**config.mk**
```make
export PLATFORM = sky130hd
export DESIGN_NAME = alu_exec_unit
export DESIGN_NICKNAME = d
export VERILOG_FILES = /design/src/rtl/alu_exec_unit.sv
export SDC_FILE = /design/constraint.sdc
export NUM_CORES = 1
export LEC_CHECK = 0
export BUFFER_PORTS_ARGS = -buffer_cell sky130_fd_sc_hd__clkbuf_2
export CELL_PAD_IN_SITES_DETAIL_PLACEMENT = 0
export CELL_PAD_IN_SITES_GLOBAL_PLACEMENT = 1
export CORE_AREA = 2 2 173 175
export CTS_CLUSTER_DIAMETER = 60
export CTS_CLUSTER_SIZE = 25
export DETAILED_ROUTE_END_ITERATION = 7
export DIE_AREA = 0 0 175 177
export HOLD_SLACK_MARGIN = 0.1
export PLACE_DENSITY_LB_ADDON = 0.1
export SYNTH_ARGS = -nofsm -noshare
export SYNTH_HDL_FRONTEND = slang
export SYNTH_SLANG_ARGS = --single-unit
```
**constraint.sdc**
```tcl
create_clock -name clk -period 10.22 [get_ports clk]
set_input_delay 1.022 -clock clk [delete_from_list [all_inputs] [get_ports clk]]
set_output_delay 1.022 -clock clk [all_outputs]
set_load 0.005 [all_outputs]
```
**src/rtl/alu_exec_unit.sv**
```systemverilog
// -----------------------------------------------------------------------------
// alu_exec_unit
//
// Execute-stage ALU. Logic, arithmetic and compare operations finish in one
// cycle. Shifts run on an iterative shifter that moves at most SHIFT_STEP bit
// positions per cycle. Operands arrive and results leave through valid/ready
// handshakes. Only one operation is in flight at a time.
//
// Ports
//   clk        : clock, all state changes on the rising edge
//   reset      : synchronous, active-high reset
//   in_valid   : Operation/SrcA/SrcB are valid
//   in_ready   : unit can accept an operation (high only in IDLE)
//   Operation  : 4-bit operation select
//   SrcA       : operand A
//   SrcB       : operand B (shift amount lives in its low bits)
//   out_valid  : ALUResult/Zero are valid
//   out_ready  : consumer accepts the result
//   ALUResult  : registered result
//   Zero       : registered flag (A==B for EQ, otherwise ALUResult==0)
// -----------------------------------------------------------------------------
module alu_exec_unit #(
    parameter int DATA_WIDTH = 32,
    parameter int SHIFT_STEP = 1
) (
    input  logic                  clk,
    input  logic                  reset,
    input  logic                  in_valid,
    output logic                  in_ready,
    input  logic [3:0]            Operation,
    input  logic [DATA_WIDTH-1:0] SrcA,
    input  logic [DATA_WIDTH-1:0] SrcB,
    output logic                  out_valid,
    input  logic                  out_ready,
    output logic [DATA_WIDTH-1:0] ALUResult,
    output logic                  Zero
);

    localparam int SW = $clog2(DATA_WIDTH);

    // Wide enough to hold SHIFT_STEP even when it equals DATA_WIDTH.
    localparam logic [SW:0] STEP_W = (SW+1)'(SHIFT_STEP);

    localparam logic [3:0] OP_AND = 4'b0000;
    localparam logic [3:0] OP_OR  = 4'b0001;
    localparam logic [3:0] OP_ADD = 4'b0010;
    localparam logic [3:0] OP_XOR = 4'b0011;
    localparam logic [3:0] OP_SLL = 4'b0100;
    localparam logic [3:0] OP_SRL = 4'b0101;
    localparam logic [3:0] OP_SUB = 4'b0110;
    localparam logic [3:0] OP_SRA = 4'b0111;
    localparam logic [3:0] OP_EQ  = 4'b1000;
    localparam logic [3:0] OP_SLT = 4'b1100;

    // Shift kind is the low two opcode bits: 00 SLL, 01 SRL, 11 SRA.
    localparam logic [1:0] KIND_SLL = 2'b00;
    localparam logic [1:0] KIND_SRL = 2'b01;

    typedef enum logic [1:0] {
        ST_IDLE  = 2'd0,
        ST_SHIFT = 2'd1,
        ST_DONE  = 2'd2
    } state_t;

    state_t                  state_q,  state_d;
    logic [DATA_WIDTH-1:0]   result_q, result_d;   // doubles as the shift working register
    logic                    zero_q,   zero_d;
    logic [SW-1:0]           count_q,  count_d;
    logic [1:0]              kind_q,   kind_d;

    logic [DATA_WIDTH-1:0]   alu_res;
    logic                    alu_zero;
    logic                    is_shift;
    logic [SW-1:0]           shamt;
    logic [SW-1:0]           step_k;
    logic [SW-1:0]           remaining;
    logic [DATA_WIDTH-1:0]   shifted;

    // ---------------------------------------------------------------------
    // State register
    // ---------------------------------------------------------------------
    always_ff @(posedge clk) begin
        if (reset) begin
            state_q  <= ST_IDLE;
            result_q <= '0;
            zero_q   <= 1'b0;
            count_q  <= '0;
            kind_q   <= '0;
        end else begin
            state_q  <= state_d;
            result_q <= result_d;
            zero_q   <= zero_d;
            count_q  <= count_d;
            kind_q   <= kind_d;
        end
    end

    // ---------------------------------------------------------------------
    // Single-cycle operations
    // ---------------------------------------------------------------------
    always_comb begin
        alu_res = '0;
        unique case (Operation)
            OP_AND:  alu_res = SrcA & SrcB;
            OP_OR:   alu_res = SrcA | SrcB;
            OP_ADD:  alu_res = SrcA + SrcB;
            OP_XOR:  alu_res = SrcA ^ SrcB;
            OP_SUB:  alu_res = SrcA - SrcB;
            OP_EQ:   alu_res = SrcA - SrcB;
            OP_SLT:  alu_res = {{(DATA_WIDTH-1){1'b0}}, ($signed(SrcA) < $signed(SrcB))};
            default: alu_res = '0;
        endcase
        alu_zero = (Operation == OP_EQ) ? (SrcA == SrcB) : (alu_res == '0);
        is_shift = (Operation == OP_SLL) || (Operation == OP_SRL) || (Operation == OP_SRA);
        shamt    = SrcB[SW-1:0];
    end

    // ---------------------------------------------------------------------
    // One iteration of the shifter
    // ---------------------------------------------------------------------
    always_comb begin
        // Take a full step unless fewer positions remain.
        step_k    = ({1'b0, count_q} >= STEP_W) ? STEP_W[SW-1:0] : count_q;
        remaining = count_q - step_k;
        unique case (kind_q)
            KIND_SLL: shifted = result_q << step_k;
            KIND_SRL: shifted = result_q >> step_k;
            // The working MSB is still the captured SrcA MSB, so an
            // arithmetic shift fills with the original sign.
            default:  shifted = $signed(result_q) >>> step_k;
        endcase
    end

    // ---------------------------------------------------------------------
    // Next-state and datapath update
    // ---------------------------------------------------------------------
    always_comb begin
        state_d  = state_q;
        result_d = result_q;
        zero_d   = zero_q;
        count_d  = count_q;
        kind_d   = kind_q;
        unique case (state_q)
            ST_IDLE: begin
                if (in_valid) begin
                    if (is_shift && (shamt != '0)) begin
                        state_d  = ST_SHIFT;
                        result_d = SrcA;
                        count_d  = shamt;
                        kind_d   = Operation[1:0];
                    end else if (is_shift) begin
                        state_d  = ST_DONE;
                        result_d = SrcA;
                        zero_d   = (SrcA == '0);
                    end else begin
                        state_d  = ST_DONE;
                        result_d = alu_res;
                        zero_d   = alu_zero;
                    end
                end
            end
            ST_SHIFT: begin
                result_d = shifted;
                count_d  = remaining;
                if (remaining == '0) begin
                    state_d = ST_DONE;
                    zero_d  = (shifted == '0);
                end
            end
            ST_DONE: begin
                if (out_ready) begin
                    state_d = ST_IDLE;
                end
            end
            default: state_d = ST_IDLE;
        endcase
    end

    // ---------------------------------------------------------------------
    // Outputs
    // ---------------------------------------------------------------------
    always_comb begin
        in_ready  = (state_q == ST_IDLE);
        out_valid = (state_q == ST_DONE);
        ALUResult = result_q;
        Zero      = zero_q;
    end

endmodule

```
==> flow_summary.rst <==
.. list-table::
   :header-rows: 1

   * - Metric
     - Value
   * - Status
     - completed
   * - Power after layout
     - 930 uW
   * - Number of gates given a new drive strength after cts
     - 0
   * - Area growth from synthesis to layout
     - 11.5%
   * - Detailed-route vias per instance
     - 5.94
   * - Number of filler cells placed in the layout
     - 3325
   * - GR Util All Layers
     - 25.9%
   * - End of the worst register-to-register path
     - Zero
   * - Maximum number of pins on one net before global-route repair
     - 53
   * - Iteration-0 DRC Markers
     - 1014
   * - Clock tree from TritonCTS
     - yes
   * - Post-layout min period
     - 5.29 ns
   * - Bufs on Longest Clock Path
     - 2
   * - FF-to-FF setup slack
     - 6.62 ns
   * - Share of post-route cells with drive strength above 1
     - 12.0%
   * - Leakage power summed over all cells
     - 0.00404 uW
   * - Non-Filler Instances
     - 1768
   * - PortBufs
     - 106
   * - Setup bufs post-CTS
     - 0
   * - Placed wire-length estimate
     - 31700 microns
   * - Dominant cells by area after synthesis
     - ha_1 15%, a21oi_1 11%, dfxtp_1 9.8%
   * - Initial cell density of the core
     - 29.4%
   * - Avg Synthesized Cell Area
     - 6.44 sq um
   * - Count of hold buffers inserted by post-cts repair
     - 0
   * - Full die area
     - 31000 sq um
   * - Number of antenna violations at the first check in global routing
     - 0
   * - Leading cell types by count after synthesis
     - 196 x a21oi_1, 145 x nand2_1, 140 x nor2_1
   * - Clock-pin slew on the worst setup and hold paths
     - 0.06 ns
   * - Areal power density over the cells
     - 97.0 nW/um^2
   * - Clock insertion delay at the later pin of the skew report
     - 0.29 ns
   * - Number of top-level design ports
     - 107
   * - Total negative slack for setup checks
     - 0 ns
   * - Worst min-delay path class
     - flip-flop to flip-flop
   * - Crit share post-route
     - 51.8%
   * - Antenna diodes
     - 0
   * - Dominant cell by count in the synthesized netlist
     - a21oi_1
   * - Max Clk Rate
     - 189 MHz
   * - Asr flop ratio synth
     - 0%
   * - First-pass GRT wire length
     - 61700 microns
   * - Proportion of netlist area held by the largest area contributor
     - 14.5%
   * - Final setup violating endpoints
     - 0
   * - Startpoint of the worst-slack reg-to-reg timing path
     - count_q[1]
   * - Standard-cell rows
     - 63
   * - Register cell area after layout
     - 841 sq um
   * - Vert. Die Dim
     - 177 microns
   * - Synth unique cells
     - 86
   * - Worst min-delay path startpoint
     - kind_q[1]
   * - Post-synthesis register bit count
     - 42
   * - Synth warn
     - 0
   * - Crit path kind
     - input pin to flip-flop
   * - Worst hold path cell count
     - 2
   * - Sequential share of the synthesized area
     - 9.77%
   * - Biggest fanout along the worst timing path
     - 13
   * - 1st-pass router iterations
     - 5
   * - Dominant synthesized flop cell
     - dfxtp_1
   * - Unrepaired setup endpoints after global routing
     - false
   * - Via count of the first global-routing pass
     - 9765
   * - DRC
     - 0
   * - Gpl congestion
     - 0.959
   * - Number of levels the H-tree was split into
     - 2
   * - Count of maximum capacitance violations
     - 0
   * - Cell chosen for the clock root
     - clkbuf_16
   * - Post-Route WL
     - 41300 microns
   * - TritonCTS Sinks
     - 42
   * - Largest vdd supply drop
     - 0.0000547 V
   * - Final count of hold timing violations
     - 0
   * - Arrival @ worst endpoint
     - 5.50 ns
   * - Placeable core region
     - 29200 sq um
   * - CP Launch Type
     - input pin
   * - Actual transition at the worst max-transition pin
     - 1.17 ns
   * - Number of cells after detailed placement
     - 1760
   * - Average routed wire per standard cell
     - 23.3 microns
   * - Fin. max-slew vios
     - 0
   * - Antenna-violating nets left
     - 0
   * - Synthesized netlist net count
     - 1509
   * - Synth Instances
     - 1335
   * - Data required, critical path
     - 10.43 ns
   * - Horiz. Die Dim
     - 175 microns
   * - Worst Hold Path EP
     - kind_q[1]
   * - Worst reg-to-reg path cell count
     - 10
   * - Area of the multi-input gates
     - 7040 sq um
   * - Total global routing overflow
     - 0
   * - Worst setup skew after layout
     - 0.00403 ns
   * - Clock buffer count from CTS
     - 5
   * - Critical path capture point type
     - flip-flop
   * - Count of flip-flops with a built-in enable after synthesis
     - 0
   * - Net count, final
     - 1551
   * - Post-synthesis instance area
     - 8600 sq um
   * - Via count
     - 10500
   * - Cell accounting for the most synthesized area
     - ha_1
   * - Max-Slew Margin vs Limit
     - 21.6%
[routing by layer]
metal / global-route usage (%) / part of all wire [%] / up-vias
met4: 7.88 / 3.0 / 0
met5: 0 / 0 / -
met3: 2.41 / 5.2 / 73
li1: - / - / 4997
met2: 42.4 / 46 / 372
met1: 35.9 / 46 / 5060
[worst max-delay path, stage by stage]
cell,delay (ns)
clkbuf_2,0.16
inv_1,0.12
ha_1,0.50
nor2_1,0.31
nand2_1,0.09
a211oi_1,0.83
o21ai_1,0.42
o211ai_1,0.56
mux2_2,0.39
a221oi_1,0.44
and4b_1,0.27
nand4_1,0.12
o32ai_2,0.25
[area by class of cell]
class | instances | share of cell area (%)
sequential | 42 | 8.77
clock inverter | 3 | 0.717
timing repair buffer | 121 | 6.70
inverter | 103 | 4.06
multi-input combinational | 1104 | 73.4
tap | 390 | 5.09
clock buffer | 5 | 1.30
[worst max path at each step]
| stage | start | end | slack [ns] | cells after the start |
|---|---|---|---|---|
| 2_1_floorplan | SrcB[16] | Zero | 6.25 | 14 |
| 3_3_place_gp | SrcA[9] | ALUResult[22] | 4.69 | 13 |
| 3_5_place_dp | SrcA[9] | Zero | 4.75 | 13 |
| 4_1_cts | SrcA[9] | ALUResult[22] | 5.05 | 13 |
| 5_1_grt | SrcA[9] | ALUResult[22] | 4.84 | 13 |
| 6_report | SrcA[9] | Zero | 4.93 | 13 |
[report_power, final]
| part | total, uW | internal (uW) | switching, uW |
|---|---|---|---|
| clock | 214 | 141 | 73.6 |
| sequential | 203 | 177 | 25.7 |
| combinational | 513 | 175 | 339 |
| total | 930 | 492 | 438 |
[kinds of logic (layout without fill, tap and decap cells)]
group,after synthesis,after routing,share of synthesized area [%]
multiplexers,13,13,1.59
AND/OR/NAND/NOR,459,459,24.9
XOR/XNOR,7,7,0.713
adder cells (fa/ha/maj),102,102,15.0
AO/OA/AOI/OAI,523,523,39.4
buffers and inverters,189,232,8.62
flip-flops,42,42,9.77
[cell usage in the layout, fill, tap and decap left out, types with 5 or more instances in the layout]
| cell type | count |
|---|---|
| a211oi_1 | 23 |
| a21o_1 | 20 |
| a21oi_1 | 196 |
| a221oi_1 | 10 |
| a22oi_1 | 10 |
| a311oi_1 | 17 |
| a31oi_1 | 27 |
| and3_1 | 5 |
| buf_4 | 15 |
| clkbuf_16 | 5 |
| clkbuf_2 | 106 |
| dfxtp_1 | 42 |
| ha_1 | 100 |
| inv_1 | 101 |
| mux2i_1 | 8 |
| nand2_1 | 144 |
| nand2b_1 | 14 |
| nand3_1 | 28 |
| nand4_1 | 19 |
| nor2_1 | 137 |
| nor2b_1 | 15 |
| nor3_1 | 32 |
| nor4_1 | 27 |
| o211ai_1 | 17 |
| o21a_1 | 7 |
| o21ai_0 | 82 |
| o21bai_1 | 8 |
| o22a_1 | 5 |
| o22ai_1 | 6 |
| o31a_1 | 7 |
| o31ai_1 | 16 |
| o32ai_1 | 8 |
| or3_1 | 10 |
[stage by stage]
step                      hold WS [ns]  setup slack [ns]  util (%)  cell area [sq um]
after floorplan                  0.457              6.25         -               8600
after global placement           0.532              4.69      32.1               9400
after detailed placement         0.531              4.75      32.1               9400
after CTS                        0.540              5.05      32.8               9590
after global routing             0.599              4.84      32.8               9590
final                            0.551              4.93      32.8               9590
[sequential cells by signal, summed over array words and instances (netlist names)]
register and cells:
Zero 1, ALUResult 32, kind_q 2, count_q 5, state_q 2
Note: power is estimated with default switching activity, not from simulation.
